===== config.mk =====
export PLATFORM = sky130hd
export DESIGN_NAME = alu_issue_ctrl
export DESIGN_NICKNAME = d
export VERILOG_FILES = /design/src/rtl/alu_pkg.sv /design/src/rtl/alu_decode.sv /design/src/rtl/alu_issue_ctrl.sv
export SDC_FILE = /design/constraint.sdc
export NUM_CORES = 1
export LEC_CHECK = 0
export ABC_CLOCK_PERIOD_IN_PS = 5260
export BUFFER_PORTS_ARGS = -buffer_cell sky130_fd_sc_hd__clkbuf_2
export CORE_UTILIZATION = 45
export DETAILED_ROUTE_END_ITERATION = 7
export PLACE_DENSITY = 0.74
export SKIP_LAST_GASP = 1
export SYNTH_ARGS = -nofsm -noshare
export SYNTH_HDL_FRONTEND = slang
export SYNTH_SLANG_ARGS = --single-unit

===== constraint.sdc =====
create_clock -name clk -period 5.26 [get_ports clk]
set_clock_uncertainty 0.1 [all_clocks]
set_input_delay 1.052 -clock clk [delete_from_list [all_inputs] [get_ports clk]]
set_output_delay 1.052 -clock clk [all_outputs]
set_load 0.02 [all_outputs]

===== src/rtl/alu_pkg.sv =====
// Shared encodings for the ALU issue path: ALU control codes, MIPS opcode/funct
// values, FSM state codes and the decoded-instruction record.
package alu_pkg;

  localparam logic [3:0] ALU_AND = 4'b0000;
  localparam logic [3:0] ALU_OR  = 4'b0001;
  localparam logic [3:0] ALU_ADD = 4'b0010;
  localparam logic [3:0] ALU_SUB = 4'b0110;
  localparam logic [3:0] ALU_SLT = 4'b0111;
  localparam logic [3:0] ALU_NOR = 4'b1100;

  localparam logic [5:0] OP_RTYPE = 6'b000000;
  localparam logic [5:0] OP_BEQ   = 6'b000100;
  localparam logic [5:0] OP_ADDI  = 6'b001000;
  localparam logic [5:0] OP_SLTI  = 6'b001010;
  localparam logic [5:0] OP_ANDI  = 6'b001100;
  localparam logic [5:0] OP_ORI   = 6'b001101;

  localparam logic [5:0] FN_ADD = 6'b100000;
  localparam logic [5:0] FN_SUB = 6'b100010;
  localparam logic [5:0] FN_AND = 6'b100100;
  localparam logic [5:0] FN_OR  = 6'b100101;
  localparam logic [5:0] FN_NOR = 6'b100111;
  localparam logic [5:0] FN_SLT = 6'b101010;

  typedef logic [1:0] state_t;
  localparam state_t ST_IDLE   = 2'd0;
  localparam state_t ST_DECODE = 2'd1;
  localparam state_t ST_EXEC   = 2'd2;
  localparam state_t ST_DONE   = 2'd3;

  typedef enum logic [1:0] {
    IMM_NONE = 2'd0,
    IMM_SIGN = 2'd1,
    IMM_ZERO = 2'd2
  } imm_mode_t;

  localparam int RIDX_W = 5;

  typedef struct packed {
    logic [3:0]        sel;
    imm_mode_t         imm;
    logic              wr_en;
    logic [RIDX_W-1:0] wr_addr;
    logic              is_branch;
    logic              illegal;
  } dec_t;

endpackage


===== src/rtl/alu_decode.sv =====
// Combinational instruction decode: opcode/funct to ALU code, immediate mode,
// write-back target, branch and illegal flags. No state, no backpressure.
module alu_decode
  import alu_pkg::*;
(
  input  logic [31:0] instr,
  output dec_t        dec
);

  logic [5:0] opcode;
  logic [5:0] funct;
  logic       unused_fields;

  assign opcode        = instr[31:26];
  assign funct         = instr[5:0];
  // rs is consumed as register data upstream; shamt has no supported use here
  assign unused_fields = ^{instr[25:21], instr[10:6]};

  always_comb begin
    dec = '0;
    case (opcode)
      OP_RTYPE: begin
        dec.wr_en   = 1'b1;
        dec.wr_addr = instr[15:11];
        case (funct)
          FN_AND:  dec.sel = ALU_AND;
          FN_OR:   dec.sel = ALU_OR;
          FN_ADD:  dec.sel = ALU_ADD;
          FN_SUB:  dec.sel = ALU_SUB;
          FN_SLT:  dec.sel = ALU_SLT;
          FN_NOR:  dec.sel = ALU_NOR;
          default: begin
            dec.illegal = 1'b1;
            dec.wr_en   = 1'b0;
            dec.wr_addr = '0;
          end
        endcase
      end
      OP_ADDI: begin
        dec.sel     = ALU_ADD;
        dec.imm     = IMM_SIGN;
        dec.wr_en   = 1'b1;
        dec.wr_addr = instr[20:16];
      end
      OP_ANDI: begin
        dec.sel     = ALU_AND;
        dec.imm     = IMM_ZERO;
        dec.wr_en   = 1'b1;
        dec.wr_addr = instr[20:16];
      end
      OP_ORI: begin
        dec.sel     = ALU_OR;
        dec.imm     = IMM_ZERO;
        dec.wr_en   = 1'b1;
        dec.wr_addr = instr[20:16];
      end
      OP_SLTI: begin
        dec.sel     = ALU_SLT;
        dec.imm     = IMM_SIGN;
        dec.wr_en   = 1'b1;
        dec.wr_addr = instr[20:16];
      end
      OP_BEQ: begin
        dec.sel       = ALU_SUB;
        dec.is_branch = 1'b1;
      end
      default: dec.illegal = 1'b1;
    endcase
  end

endmodule


===== src/rtl/alu_issue_ctrl.sv =====
// One-at-a-time ALU issue: accept -> decode/drive ALU -> capture -> present packet.
// Latency 3 cycles (2 if illegal); DONE holds outputs until out_ready, in_ready only in IDLE.
module alu_issue_ctrl
  import alu_pkg::*;
#(
  parameter int DATA_W = 32,
  parameter int REG_AW = 5
) (
  input  logic              clk,
  input  logic              rst,
  input  logic              in_valid,
  output logic              in_ready,
  input  logic [31:0]       in_instr,
  input  logic [DATA_W-1:0] in_rs_data,
  input  logic [DATA_W-1:0] in_rt_data,
  output logic [DATA_W-1:0] alu_op1,
  output logic [DATA_W-1:0] alu_op2,
  output logic [3:0]        alu_sel,
  input  logic [DATA_W-1:0] alu_result,
  input  logic              alu_zero,
  output logic              out_valid,
  input  logic              out_ready,
  output logic [DATA_W-1:0] out_result,
  output logic              out_zero,
  output logic              out_wr_en,
  output logic [REG_AW-1:0] out_wr_addr,
  output logic              out_branch_taken,
  output logic              out_illegal
);

  state_t              state;
  logic [31:0]         instr_q;
  logic [DATA_W-1:0]   rs_q;
  logic [DATA_W-1:0]   rt_q;
  dec_t                dec;
  logic [DATA_W-1:0]   op2_next;
  logic                wr_en_q;
  logic [REG_AW-1:0]   wr_addr_q;
  logic                is_branch_q;

  alu_decode u_decode (
    .instr (instr_q),
    .dec   (dec)
  );

  assign in_ready  = (state == ST_IDLE);
  assign out_valid = (state == ST_DONE);

  always_comb begin
    case (dec.imm)
      IMM_SIGN: op2_next = {{(DATA_W-16){instr_q[15]}}, instr_q[15:0]};
      IMM_ZERO: op2_next = {{(DATA_W-16){1'b0}}, instr_q[15:0]};
      default:  op2_next = rt_q;
    endcase
  end

  always_ff @(posedge clk) begin
    if (rst) begin
      state            <= ST_IDLE;
      instr_q          <= '0;
      rs_q             <= '0;
      rt_q             <= '0;
      alu_op1          <= '0;
      alu_op2          <= '0;
      alu_sel          <= '0;
      wr_en_q          <= 1'b0;
      wr_addr_q        <= '0;
      is_branch_q      <= 1'b0;
      out_result       <= '0;
      out_zero         <= 1'b0;
      out_wr_en        <= 1'b0;
      out_wr_addr      <= '0;
      out_branch_taken <= 1'b0;
      out_illegal      <= 1'b0;
    end else begin
      case (state)
        ST_IDLE: begin
          if (in_valid) begin
            instr_q <= in_instr;
            rs_q    <= in_rs_data;
            rt_q    <= in_rt_data;
            state   <= ST_DECODE;
          end
        end
        ST_DECODE: begin
          wr_en_q     <= dec.wr_en;
          wr_addr_q   <= REG_AW'(dec.wr_addr);
          is_branch_q <= dec.is_branch;
          // illegal encodings skip the ALU entirely so its operands stay untouched
          if (dec.illegal) begin
            out_result       <= '0;
            out_zero         <= 1'b0;
            out_wr_en        <= 1'b0;
            out_wr_addr      <= '0;
            out_branch_taken <= 1'b0;
            out_illegal      <= 1'b1;
            state            <= ST_DONE;
          end else begin
            alu_op1 <= rs_q;
            alu_op2 <= op2_next;
            alu_sel <= dec.sel;
            state   <= ST_EXEC;
          end
        end
        ST_EXEC: begin
          out_result       <= alu_result;
          out_zero         <= alu_zero;
          out_wr_en        <= wr_en_q;
          out_wr_addr      <= wr_addr_q;
          out_branch_taken <= is_branch_q & alu_zero;
          out_illegal      <= 1'b0;
          state            <= ST_DONE;
        end
        ST_DONE: begin
          if (out_ready) state <= ST_IDLE;
        end
        default: state <= ST_IDLE;
      endcase
    end
  end

endmodule


Yosys cells after proc, flatten, opt, wreduce, memory -nomap -nowiden:

Index checks and enable logic that the tools add are counted.

* eq/ne operators: 19
* muxes and demuxes: 23
* bitwise logic cells: 2
* reduce and logical (&&, ||, !) cells: 12

Operators with widths (number)
* $pmux W32 S2: 2
* $pmux W4 S5: 2
* $eq A6 B6 Y1 const B: 6
* $mux W32: 1
* $eq A6 B4 Y1 const B: 4
* $pmux W6 S2: 1
* $pmux W1 S2: 5
* $pmux W5 S2: 1
* $pmux W2 S4: 1
* $reduce_and A2 Y1: 4
* $eq A2 B2 Y1 const B: 3
* $eq A6 B3 Y1 const B: 1
* $logic_not A6 Y1: 1
* $mux W6: 1
* $reduce_or A6 Y1: 1
* $mux W1: 5
* $mux W5: 1
* $reduce_or A5 Y1: 1
* $eq A2 B1 Y1 const B: 2
* $mux W2: 2
* $ne A2 B2 Y1 const B: 2
* $pmux W2 S2: 1
* $reduce_or A2 Y1: 2
* $reduce_or A4 Y1: 1
* other kinds (5): 5

* register bits: 214
* output and inout port bits: 111
* logic and storage cells: 72

Depth between registers and ports, before layout:

Gate-level depths: netlist of the first run.

* depth in word-level cells: 6
* depth in mapped cells: 9
* gate-level depth less buffers: 8

Cells and area by module:

Synthesis of the first run repeated with hierarchy kept, for this count alone.

* cells, all modules: 971
* area, all modules: 8159.1 sq um

By module, submodules not included
* alu_issue_ctrl: instances 1, cells each 910, area each 7761.2 sq um, seq. area each 4284.1 sq um
* alu_decode: instances 1, cells each 61, area each 397.9 sq um, seq. area each 0.0 sq um

Least setup slack after synthesis of the first run:

Ideal clock, no wire load.

* kind: register to register
* from: register instr_q[26]
* to: register alu_op2[0]
* setup time: 0.086 ns
* arrival: 2.085 ns
* required time: 5.074 ns
* setup slack: 2.990 ns
* cell stages (with the launch flop): 9
* period minus slack after synthesis: 2.270 ns
* path through: dfxtp_1 -> nor3_1 -> nand2_1 -> ha_1 -> clkbuf_1 -> nor2_1 -> clkbuf_1 -> a22oi_1 -> a211oi_1

* longest elaborated chain between the ends: 5
* elaborated cells between the ends (all ways): 16

Ends and longest elaborated chain
* from (decl): RTL line alu_issue_ctrl.sv:32 `logic [31:0] instr_q;`
* from (signal assigned): RTL line alu_issue_ctrl.sv:79 `instr_q <= in_instr;`
* $eq A6 B4 Y1 or $eq A6 B3 Y1 (tied branches): RTL line alu_decode.sv:21 `case (opcode)`
* $reduce_or A2 Y1 (no source line) or $reduce_or A5 Y1 (tied branches)
* $pmux W2 S2 or $pmux W1 S2 (tied branches): RTL line alu_decode.sv:21
* $eq A2 B2 Y1 (tied with other cells): RTL line alu_issue_ctrl.sv:50 `case (dec.imm)`
* $pmux W32 S2 or $reduce_and A2 Y1 (tied branches)
* to (signal assigned): RTL line alu_issue_ctrl.sv:100 `alu_op2 <= op2_next;`
* to (decl): RTL line alu_issue_ctrl.sv:17 `output logic [DATA_W-1:0] alu_op2,`

Parallel ways exist; a longest one is shown, timed or not.
A chain may end at the register's enable or synchronous reset.

Worst setup path in the final report of the first run:

Ends and elaborated chain as after synthesis.

==> metrics.md, run 1 <==
| Metric | Value |
|---|---|
| Status | `finished clean` |
| Post-placement cell count | `1246` |
| Crit Path Category | `reg -> reg` |
| #FFs+latches synth | `209` |
| Final Util | `58.1%` |
| Simple-gate share of the synthesized area | `15.8%` |
| Commonest non-fill, non-tap cell in the layout | `clkbuf_2` |
| Iteration-0 DRC Markers | `426` |
| Cell chain of the critical path | `nor3_1 -> nand2_1 -> ha_1 -> buf_4 -> nor2_1 -> a22oi_1 -> a211oi_1` |
| Synthesized cell area | `7640 µm²` |
| Ports | `244` |
| Synth Area in Compound Gates | `19.7%` |
| Number of buffers created by CTS | `22` |
| CTS tree | `built` |
| CTS hold repair buffers | `0` |
| Pwr Total | `0.00483 W` |
| Post-DP HPWL | `12.1 mm` |
| Worst setup EP type | `flip-flop` |
| WP data required | `5.55 ns` |
| Row cnt | `47` |
| Die Y | `132 µm` |
| Static Leak | `4.02 nW` |
| Final Hold Viols | `0` |
| DR WL/cell | `14.7 µm` |
| Final slew viol count | `0` |
| Core area | `16600 µm²` |
| Num Clock Sinks | `209` |
| Share of cells above drive strength 1 | `30.1%` |
| Die W | `132 µm` |
| GRT Total Usage | `21.0%` |
| Synth Area in Adders | `0.982%` |
| Fmax achieved | `320 MHz` |
| 1st-pass router iterations | `5` |
| Fill count | `1527` |
| Crit path launch type | `flip-flop` |
| Most frequent cells in the layout | `clkbuf_2, dfxtp_1, nand2_1` |
| Area growth from synthesis to layout | `26.1%` |
| Type of the worst min-delay path | `reg -> reg` |
| Xor/xnor share of the synthesized area | `0%` |
| Total gr overflow | `0` |
| First-pass GRT wire length | `30.4 mm` |
| CP max FO | `34` |
| Min Clock Period, post-route | `3.12 ns` |
| Via count | `6514` |
| Register area share after synthesis | `54.7%` |
| Final period util | `59.3%` |
| Synth warnings | `0` |
| CTS Buffer Depth | `3` |
| Max capacitance violation total | `0` |
| Sequential Area | `4180 µm²` |
| Post-synthesis mux area share | `4.60%` |
| RSZ-0062 raised after global routing | `false` |
| Layout Cells excl Fill | `1284` |
| Die Area | `17500 µm²` |
| Actual slew at the worst max-slew pin | `1.16 ns` |
| PortBufs | `238` |
| WP data arrival | `3.41 ns` |
| Slew HR | `22.5%` |
| Antenna Nets Post-Route | `0` |
| Largest net degree at the start of global routing | `92` |
| Post-Syn Area per Cell | `9.04 µm²` |
| Gpl congestion | `0.775` |
| ANT cells | `0` |
| Multi-input gate area | `3160 µm²` |
| Initial Util | `46.1%` |
| Crit path max-delay cell type | `nor2_1` |
| Synth Instances | `846` |
| DRC Markers | `0` |
| Vias in the first global route | `6201` |
| Clk root buf | `clkbuf_16` |
| Finish-stage setup viols | `0` |
| Setup TNS | `0 ns` |
| # nets final | `1189` |
| Post-Syn Nets | `985` |
| Cts repair resizes | `0` |
| H-tree depth | `1` |
| Largest family of logic cells by synthesized area | `compound AO/OA/AOI/OAI gates` |
| Max VDD drop | `0.279 mV` |
| Skew-Pair Late Insertion Delay | `0.49 ns` |
| Pwr Density | `501 nW/µm²` |
| Drt total wl | `18.9 mm` |
| Vias/cell | `5.07` |
| Reg clk slew, reported paths | `0.06 ns` |
| Initial antenna violation count | `0` |
| Crit-path max cell delay | `0.92 ns` |
| Synth cell types | `42` |
| # Post-CTS Setup Buffers | `0` |
-- cells by family after synthesis --
family	Yosys count
simple gates	300
compound gates	222
flops	209
buf+inv	74
mux	35
fa+ha+maj	6
-- metal layers --
layer  vias to the layer above  global-route usage, %  wire length, µm
met5                         -                      0                0
met4                         0                   6.26              361
met3                        27                   6.31             1510
met2                       207                   34.6             8740
met1                      2977                   26.4             8250
li1                       3303                      -                -
-- registers in the layout, indices dropped and copies added, names as in the netlist, 2 cells and up --
| register | cells |
|---|---|
| alu_op2 | 32 |
| out_result | 32 |
| state | 2 |
| out_wr_addr | 5 |
| instr_q | 27 |
| alu_op1 | 32 |
| rs_q | 32 |
| alu_sel | 4 |
| rt_q | 32 |
| wr_addr_q | 5 |
-- synthesized netlist by cell type --
| library cell | n | area, µm² |
|---|---|---|
| dfxtp_1 | 209 | 4180 |
| nand2_1 | 189 | 709 |
| a21oi_1 | 115 | 576 |
| nor2_1 | 81 | 304 |
| clkbuf_1 | 52 | 195 |
| a211oi_1 | 34 | 255 |
| a22o_2 | 34 | 340 |
| mux2i_1 | 34 | 340 |
| a22oi_1 | 16 | 120 |
| inv_1 | 8 | 30.0 |
| nor3_1 | 7 | 35.0 |
| ha_1 | 6 | 75.1 |
| a221oi_1 | 5 | 43.8 |
| a22o_1 | 5 | 43.8 |
| and2_1 | 4 | 25.0 |
| buf_1 | 4 | 15.0 |
| buf_6 | 4 | 45.0 |
| nand2b_1 | 4 | 25.0 |
| o21ai_0 | 4 | 20.0 |
| buf_4 | 3 | 22.5 |
| nand3_1 | 3 | 15.0 |
| buf_2 | 2 | 10.0 |
| nand4_1 | 2 | 12.5 |
| nor2b_1 | 2 | 12.5 |
| nor3b_1 | 2 | 15.0 |
| a211oi_4 | 1 | 20.0 |
| a31oi_1 | 1 | 6.26 |
| a32o_1 | 1 | 10.0 |
| a32oi_1 | 1 | 8.76 |
| and2b_2 | 1 | 8.76 |
| and3b_1 | 1 | 8.76 |
| clkinv_1 | 1 | 3.75 |
| mux2_2 | 1 | 11.3 |
| nor2b_2 | 1 | 8.76 |
| nor3_2 | 1 | 10.0 |
| nor4_1 | 1 | 6.26 |
| o21a_1 | 1 | 7.51 |
| o22ai_1 | 1 | 6.26 |
| o22ai_2 | 1 | 12.5 |
| o311a_4 | 1 | 21.3 |
| o41a_1 | 1 | 11.3 |
| or4b_4 | 1 | 13.8 |
-- through the flow --
| step | hold slack, ns | cell area [µm²] | worst slack (ns) |
|---|---|---|---|
| after floorplan | 0.332 | 7640 | 2.99 |
| after global placement | 0.342 | 8910 | 2.23 |
| after detailed placement | 0.347 | 8910 | 2.15 |
| after CTS | 0.355 | 9640 | 2.12 |
| after global routing | 0.373 | 9640 | 1.89 |
| final | 0.355 | 9640 | 2.14 |
-- critical path, delay by kind of cell (launching register included) --
| family | cells | cell delay (ns) |
|---|---|---|
| simple gates | 3 | 1.52 |
| flops | 1 | 0.36 |
| fa+ha+maj | 1 | 0.32 |
| compound gates | 2 | 0.45 |
| buf+inv | 1 | 0.26 |
-- power by group --
part	switching, W	internal [W]
logic	0.000827	0.000447
registers	0.000162	0.00186
clock network	0.000599	0.000933
total	0.00159	0.00324
-- worst paths after layout --
check,from,end,slack (ns),depth (start not counted)
worst min register to register,rt_q[21]$_SDFFE_PP0P_,rt_q[21]$_SDFFE_PP0P_,0.35,2
worst max-delay path,instr_q[26]$_SDFFE_PP0P_,alu_op2[0]$_SDFFE_PP0P_,2.14,7
worst max register to register,instr_q[26]$_SDFFE_PP0P_,alu_op2[0]$_SDFFE_PP0P_,2.14,7
worst min-delay path,rt_q[21]$_SDFFE_PP0P_,rt_q[21]$_SDFFE_PP0P_,0.35,2
-- area by class of cell --
class	count	share of cell area, %
multi-input combinational	563	32.8
timing repair buffer	245	13.1
clock inverter	2	0.402
inverter	9	0.351
tap	220	2.86
clock buffer	36	7.10
sequential	209	43.4
No activity file was read; power rests on OpenSTA's default activity.
==> inputs of run 2 (changes only) <==
--- a/config.mk
+++ b/config.mk
@@ -5,7 +5,7 @@
 export SDC_FILE = /design/constraint.sdc
 export NUM_CORES = 1
 export LEC_CHECK = 0
-export ABC_CLOCK_PERIOD_IN_PS = 5260
+export ABC_CLOCK_PERIOD_IN_PS = 2950
 export BUFFER_PORTS_ARGS = -buffer_cell sky130_fd_sc_hd__clkbuf_2
 export CORE_UTILIZATION = 45
 export DETAILED_ROUTE_END_ITERATION = 7
==> constraint.sdc (replaced) <==
create_clock -name clk -period 2.95 [get_ports clk]
set_clock_uncertainty 0.1 [all_clocks]
set_input_delay 0.59 -clock clk [delete_from_list [all_inputs] [get_ports clk]]
set_output_delay 0.59 -clock clk [all_outputs]
set_load 0.02 [all_outputs]
==> run 2 against run 1 <==
Net effect: first-iteration DRC count is 3.8% lower; sequential cell count stayed put; cell count is 0.62% higher; clock-buffer cell count is 5 lower; non-clock buffer count is 6 higher; clock power is 82% higher.
==> metrics.md, run 2 (synthesis results as in run 1) <==
| Metric | Value |
|---|---|
| Clock group share of total power | `31.9% (+0.2 points)` |
| Fill count | `1523 (-0.26%)` |
| H-tree depth | `1 (unchanged)` |
| Die Y | `132 µm (unchanged)` |
| Share of cells above drive strength 1 | `30.8% (+0.71 points)` |
| Via count | `6565 (+0.78%)` |
| Setup TNS | `0 ns (unchanged)` |
| Worst setup EP type | `flip-flop` |
| Max VDD drop | `0.684 mV (+150%)` |
| CP max FO | `44 (+29%)` |
| Worst R2R Start | `state[1]$_SDFFE_PP0P_` |
| Skew-Pair Late Insertion Delay | `0.50 ns (about the same)` |
| DR WL/cell | `14.6 µm (-0.69%)` |
| CP Launch Point | `state[1]$_SDFFE_PP0P_` |
| Actual slew at the worst max-slew pin | `0.796 ns (-0.362 ns)` |
| R2R cell count | `8 (+1)` |
| Vias/cell | `5.08 (+0.16%)` |
| Antenna Nets Post-Route | `0 (unchanged)` |
| Crit path max-delay cell type | `buf_4` |
| Total gr overflow | `0 (unchanged)` |
| Die Area | `17500 µm² (unchanged)` |
| Min Clock Period, post-route | `2.54 ns (-0.583 ns)` |
| Sequential Power Share | `41.3% (-0.6 points)` |
| Drt total wl | `18.9 mm (about the same)` |
| Vias in the first global route | `6187 (-0.23%)` |
| Pwr Density | `896 nW/µm² (+79%)` |
| # Post-CTS Setup Buffers | `0 (unchanged)` |
| Number of buffers created by CTS | `22 (unchanged)` |
| CP Capture Point | `alu_op2[12]$_SDFFE_PP0P_` |
| Reg clk slew, reported paths | `0.06 ns (about the same)` |
| Initial antenna violation count | `0 (unchanged)` |
| Crit-path max cell delay | `0.47 ns (-0.45 ns)` |
| ANT cells | `0 (unchanged)` |
| Final slew viol count | `0 (unchanged)` |
| Iteration-0 DRC Markers | `410 (-3.8%)` |
| Die W | `132 µm (unchanged)` |
| CP most frequent cell | `buf_4` |
| PortBufs | `238 (unchanged)` |
| Largest net degree at the start of global routing | `143 (+55%)` |
| Final Hold Viols | `0 (unchanged)` |
| Slew HR | `46.5% (+24 points)` |
| Crit path buf inv count | `4 (+3)` |
| WP data required | `3.24 ns (-2.31 ns)` |
| Core area | `16600 µm² (unchanged)` |
| Top delay family on crit path | `buffers and inverters` |
| Crit path launch type | `flip-flop` |
| Switch Pwr | `0.00288 W (+81%)` |
| WP data arrival | `2.83 ns (-0.58 ns)` |
| GRT Total Usage | `21.4% (+0.37 points)` |
| Post-DP HPWL | `12.2 mm (+0.84%)` |
| Fmax achieved | `394 MHz (+23%)` |
| Max capacitance violation total | `0 (unchanged)` |
| Crit Path Category | `reg -> reg` |
| First-pass GRT wire length | `30.8 mm (+1.2%)` |
| 1st-pass router iterations | `4 (-1)` |
| Clk root buf | `clkbuf_16` |
| # nets final | `1195 (+0.50%)` |
| Most frequent cells in the layout | `clkbuf_2, dfxtp_1, nand2_1` |
| Row cnt | `47 (unchanged)` |
| Final period util | `86.0% (+27 points)` |
| Commonest non-fill, non-tap cell in the layout | `clkbuf_2` |
| Initial Util | `46.1% (unchanged)` |
| Flop-to-flop setup slack | `0.41 ns (-1.73 ns)` |
| RSZ-0062 raised after global routing | `false` |
| Internal | `0.00585 W (+81%)` |
| Cell chain of the critical path | `inv_1 -> ha_1 -> buf_4 -> clkinv_1 -> o22ai_4 -> buf_4 -> nor2_1 -> a211oi_1` |
| Num Clock Sinks | `209 (unchanged)` |
| Pwr Total | `0.00873 W (+81%)` |
| CTS Buffer Depth | `3 (unchanged)` |
| Finish-stage setup viols | `0 (unchanged)` |
| Ports | `244 (unchanged)` |
| CTS tree | `built` |
| Gpl congestion | `0.767 (-1.1%)` |
| CTS hold repair buffers | `0 (unchanged)` |
| Reg-to-Reg End | `alu_op2[12]$_SDFFE_PP0P_` |
| Switching part of the total power | `33.0% (+0.087 points)` |
| DRC Markers | `0 (unchanged)` |
| Area growth from synthesis to layout | `27.3%` |
| Type of the worst min-delay path | `in -> reg` |
| Static Leak | `4.08 nW (+1.4%)` |
| Cts repair resizes | `0 (unchanged)` |
| Gate power share | `26.9% (+0.5 points)` |
| CP Depth | `8 (+1)` |
| Status | `finished clean` |
run 2: final cells by class:
| cell class | instances | area [µm²] | area share [%] |
|---|---|---|---|
| Sequential cell | 209 | 4180 | 43.0 |
| Tap cell | 220 | 275 | 2.83 |
| Clock inverter | 9 | 103 | 1.05 |
| Timing Repair Buffer | 251 | 1340 | 13.8 |
| Multi-Input combinational cell | 563 | 3160 | 32.5 |
| Clock buffer | 31 | 636 | 6.53 |
| Inverter | 9 | 33.8 | 0.347 |
run 2: per-layer routing:
metal  wire length (µm)  global-route usage, %  vias up  part of all wire [%]
met5                  0                      0        -                     0
met4                511                   7.15        0                   2.7
met3               1420                   5.88       32                   7.5
met2               8930                   36.0      204                    47
met1               7990                   26.3     3000                    42
li1                   -                      -     3329                     -
run 2: how the worst min path moves through the flow:
stage	depth (start not counted)	slack (ns)	end	startpoint
floorplan	2	0.33	is_branch_q$_SDFFE_PP0P_	is_branch_q$_SDFFE_PP0P_
global placement	2	0.34	rt_q[16]$_SDFFE_PP0P_	rt_q[16]$_SDFFE_PP0P_
detailed placement	2	0.35	rs_q[21]$_SDFFE_PP0P_	rs_q[21]$_SDFFE_PP0P_
CTS	2	0.19	out_result[6]$_SDFFE_PP0P_	alu_result[6]
global route	2	0.20	out_result[31]$_SDFFE_PP0P_	alu_result[31]
finish	2	0.20	out_result[30]$_SDFFE_PP0P_	alu_result[30]
run 2: power by group through the flow:
| stage | combinational [W] | clock [W] | sequential, W |
|---|---|---|---|
| floorplan | 0.00144 | 0 | 0.00385 |
| global placement | 0.00233 | 0 | 0.00364 |
| detailed placement | 0.00236 | 0 | 0.00366 |
| CTS | 0.00236 | 0.00285 | 0.00360 |
| global route | 0.00261 | 0.00296 | 0.00366 |
| finish | 0.00234 | 0.00278 | 0.00360 |
run 2: metrics by stage:
step | worst slack (ns) | utilization [%] | hold slack [ns] | instance area [µm²] | std cells
5_1_grt | 0.238 | 58.7 | 0.201 | 9740 | 1292
4_1_cts | 0.419 | 58.7 | 0.192 | 9740 | 1292
3_5_place_dp | 0.525 | 54.3 | 0.346 | 9000 | 1252
3_3_place_gp | 0.580 | 54.3 | 0.342 | 9000 | 1252
6_report | 0.412 | 58.7 | 0.205 | 9740 | 1292
2_1_floorplan | 0.680 | - | 0.332 | 7640 | 846
==> inputs of run 3 (changes only) <==
--- a/config.mk
+++ b/config.mk
@@ -5,11 +5,13 @@
 export SDC_FILE = /design/constraint.sdc
 export NUM_CORES = 1
 export LEC_CHECK = 0
+export ABC_AREA = 1
 export ABC_CLOCK_PERIOD_IN_PS = 2950
 export BUFFER_PORTS_ARGS = -buffer_cell sky130_fd_sc_hd__clkbuf_2
 export CORE_UTILIZATION = 45
 export DETAILED_ROUTE_END_ITERATION = 7
-export PLACE_DENSITY = 0.74
+export PLACE_DENSITY = 0.73
+export SETUP_SLACK_MARGIN = 0.5
 export SKIP_LAST_GASP = 1
 export SYNTH_ARGS = -nofsm -noshare
 export SYNTH_HDL_FRONTEND = slang
==> run 3 against run 2 <==
Net effect: final area is 5.3% higher; register-to-register slack better by 0.29 ns; synthesized area is 7.5% higher; non-clock buffer count is 4 higher; worst hold slack better by 0.034 ns; largest cell class unchanged; worst setup slack better by 0.29 ns.
==> metrics.md, run 3 <==
| Metric | Value |
|---|---|
| Synth cell types | `28 (-33%)` |
| Area growth from synthesis to layout | `24.7%` |
| # nets final | `1401 (+17%)` |
| Simple-gate share of the synthesized area | `24.0% (+8.2 points)` |
| Post-Syn Area per Cell | `7.65 µm² (-15%)` |
| Initial antenna violation count | `0 (unchanged)` |
| CP max FO | `27 (-39%)` |
| WP data required | `3.28 ns (+0.04 ns)` |
| Share of the synthesized area in the top cell type | `50.9% (-3.8 points)` |
| Post-DP Area | `9460 µm² (+5.2%)` |
| Pwr Density | `944 nW/µm² (+5.4%)` |
| #FFs+latches synth | `209 (unchanged)` |
| Most common cell in the netlist | `dfxtp_1` |
| Xor/xnor share of the synthesized area | `0% (unchanged)` |
| Drt total wl | `22.7 mm (+20%)` |
| ANT cells | `0 (unchanged)` |
| RSZ-0062 raised after global routing | `false` |
| Share of cells above drive strength 1 | `24.5% (-6.3 points)` |
| First-pass GRT wire length | `35.1 mm (+14%)` |
| Ys flop type | `dfxtp_1` |
| Vias in the first global route | `7002 (+13%)` |
| WP data arrival | `2.58 ns (-0.25 ns)` |
| Max capacitance violation total | `0 (unchanged)` |
| Commonest non-fill, non-tap cell in the layout | `clkbuf_2` |
| Synth Area in Adders | `0.913% (-0.069 points)` |
| CTS Buffer Depth | `3 (unchanged)` |
| PortBufs | `238 (unchanged)` |
| Pwr Total | `0.00968 W (+11%)` |
| Top cells by area, synth | `dfxtp_1, nand3_1, a21oi_1` |
| Die W | `137 µm (+3.6%)` |
| 1st-pass router iterations | `5 (+1)` |
| H-tree depth | `1 (unchanged)` |
| Die Y | `137 µm (+3.6%)` |
| Static Leak | `4.34 nW (+6.2%)` |
| Reg clk slew, reported paths | `0.06 ns (about the same)` |
| Final Util | `57.3% (-1.4 points)` |
| Worst R2R Start | `instr_q[29]$_SDFFE_PP0P_` |
| Largest net degree at the start of global routing | `116 (-19%)` |
| Type of the worst min-delay path | `in -> reg` |
| CP Launch Point | `instr_q[29]$_SDFFE_PP0P_` |
| # Post-CTS Setup Buffers | `0 (unchanged)` |
| Number of buffers created by CTS | `23 (+4.5%)` |
| CTS hold repair buffers | `0 (unchanged)` |
| Fin area | `10300 µm² (+5.3%)` |
| Synthesized cell area | `8220 µm² (+7.5%)` |
| Initial Util | `45.9% (-0.19 points)` |
| Final slew viol count | `0 (unchanged)` |
| Largest family of logic cells by synthesized area | `simple AND/OR/NAND/NOR gates` |
| Crit Path Category | `reg -> reg` |
| Post-synth EDFFs | `0 (unchanged)` |
| Commonest cells post-synth | `dfxtp_1, nand3_1, nor2_1` |
| Row cnt | `49 (+4.3%)` |
| Die Area | `18800 µm² (+7.4%)` |
| Post-Syn Nets | `1213 (+23%)` |
| Fmax achieved | `444 MHz (+13%)` |
| R2R cell count | `10 (+2)` |
| Core area | `17900 µm² (+8.0%)` |
| Flop-to-flop setup slack | `0.70 ns (+0.29 ns)` |
| Num Clock Sinks | `209 (unchanged)` |
| Iteration-0 DRC Markers | `501 (+22%)` |
| Most frequent cells in the layout | `clkbuf_2, dfxtp_1, nand3_1` |
| Reg-to-Reg End | `alu_op2[14]$_SDFFE_PP0P_` |
| Fill count | `1710 (+12%)` |
| Antenna Nets Post-Route | `0 (unchanged)` |
| Synth Instances | `1074 (+27%)` |
| Crit path launch type | `flip-flop` |
| Worst setup EP type | `flip-flop` |
| Min Clock Period, post-route | `2.25 ns (-0.288 ns)` |
| Gpl congestion | `0.807 (+5.3%)` |
| GRT Total Usage | `23.3% (+2.0 points)` |
| Actual slew at the worst max-slew pin | `0.678 ns (-0.118 ns)` |
| Synth warnings | `0 (unchanged)` |
| Slew HR | `54.7% (+8.2 points)` |
| Setup TNS | `0 ns (unchanged)` |
| DRC Markers | `0 (unchanged)` |
| Skew-Pair Late Insertion Delay | `0.50 ns (about the same)` |
| DR WL/cell | `15.1 µm (+3.3%)` |
| Ports | `244 (unchanged)` |
| Clk root buf | `clkbuf_16` |
| Ys async rst share | `0% (unchanged)` |
| Finish-stage setup viols | `0 (unchanged)` |
| CP Capture Point | `alu_op2[14]$_SDFFE_PP0P_` |
| Total gr overflow | `0 (unchanged)` |
| Register area share after synthesis | `50.9% (-3.8 points)` |
| Synth Area in Compound Gates | `16.9% (-2.8 points)` |
| Synth area leader | `dfxtp_1` |
| Final period util | `76.3% (-9.8 points)` |
| Post-synthesis mux area share | `0% (-4.6 points)` |
| Max VDD drop | `0.592 mV (-13%)` |
| Status | `finished clean` |
| Post-DP HPWL | `14.6 mm (+20%)` |
| Final Hold Viols | `0 (unchanged)` |
| Via count | `7931 (+21%)` |
| Vias/cell | `5.27 (+3.8%)` |
| Cts repair resizes | `0 (unchanged)` |
| CTS tree | `built` |
[run 3: cell count changes in the layout (fill, tap and decap cells not counted), moves of 25 or more]
cell / delta
mux2i_1: -34
o21ai_0: +107
a22o_2: -34
a211oi_1: -33
nor2_1: +82
nand3_1: +163
a21oi_1: +41
nand2_1: -84
inv_1: +25
[run 3: cells by family after synthesis]
kind of cell	count (synthesis)
and+or+nand+nor	452
AOI/OAI and AO/OA	275
adders and majority gates	6
DFF	209
buffers and inverters	132
[run 3: how the worst min path moves through the flow]
stage                                      from                          to  slack, ns  cells past startpoint
after detailed placement   rt_q[5]$_SDFFE_PP0P_        rt_q[5]$_SDFFE_PP0P_       0.34                      2
after global routing              alu_result[2]  out_result[2]$_SDFFE_PP0P_       0.24                      3
final                            in_rt_data[16]       rt_q[16]$_SDFFE_PP0P_       0.24                      3
after floorplan           rt_q[10]$_SDFFE_PP0P_       rt_q[10]$_SDFFE_PP0P_       0.32                      2
after global placement     rt_q[5]$_SDFFE_PP0P_        rt_q[5]$_SDFFE_PP0P_       0.33                      2
after CTS                        in_rs_data[13]       rs_q[13]$_SDFFE_PP0P_       0.22                      3
[run 3: routing by layer]
layer  wire length, µm  global-route usage [%]
met3              1850                    5.78
met2             10400                    37.9
met5                 0                       0
met4               665                    7.45
met1              9800                    30.2
[run 3: where the power goes]
| part | internal (W) | switching (W) |
|---|---|---|
| Sequential | 0.00340 | 0.000314 |
| Combinational | 0.000915 | 0.00214 |
| Clock | 0.00180 | 0.00111 |
[run 3: critical path, stage by stage (launching register included)]
cell	delay, ns
dfxtp_1	0.36
inv_2	0.05
nor2_1	0.16
nand3_2	0.14
ha_1	0.35
buf_6	0.21
clkinv_1	0.13
buf_8	0.18
o21ai_1	0.20
nand3_1	0.12
a21oi_1	0.17
[run 3: metrics by stage]
stage / cells / hold slack (ns) / worst slack (ns)
after CTS: 1504 / 0.223 / 0.543
final: 1504 / 0.239 / 0.700
after floorplan: 1074 / 0.325 / 0.927
after global routing: 1504 / 0.236 / 0.503
after detailed placement: 1466 / 0.339 / 0.565
after global placement: 1466 / 0.333 / 0.594
[run 3: layout make-up]
type	instances	area (µm²)	share of cell area [%]
clock buffer	29	648	6.32
clock inverter	9	120	1.17
sequential	209	4180	40.8
multi-input combinational	733	3470	33.8
tap	229	287	2.80
timing repair buffer	255	1400	13.6
inverter	40	150	1.46
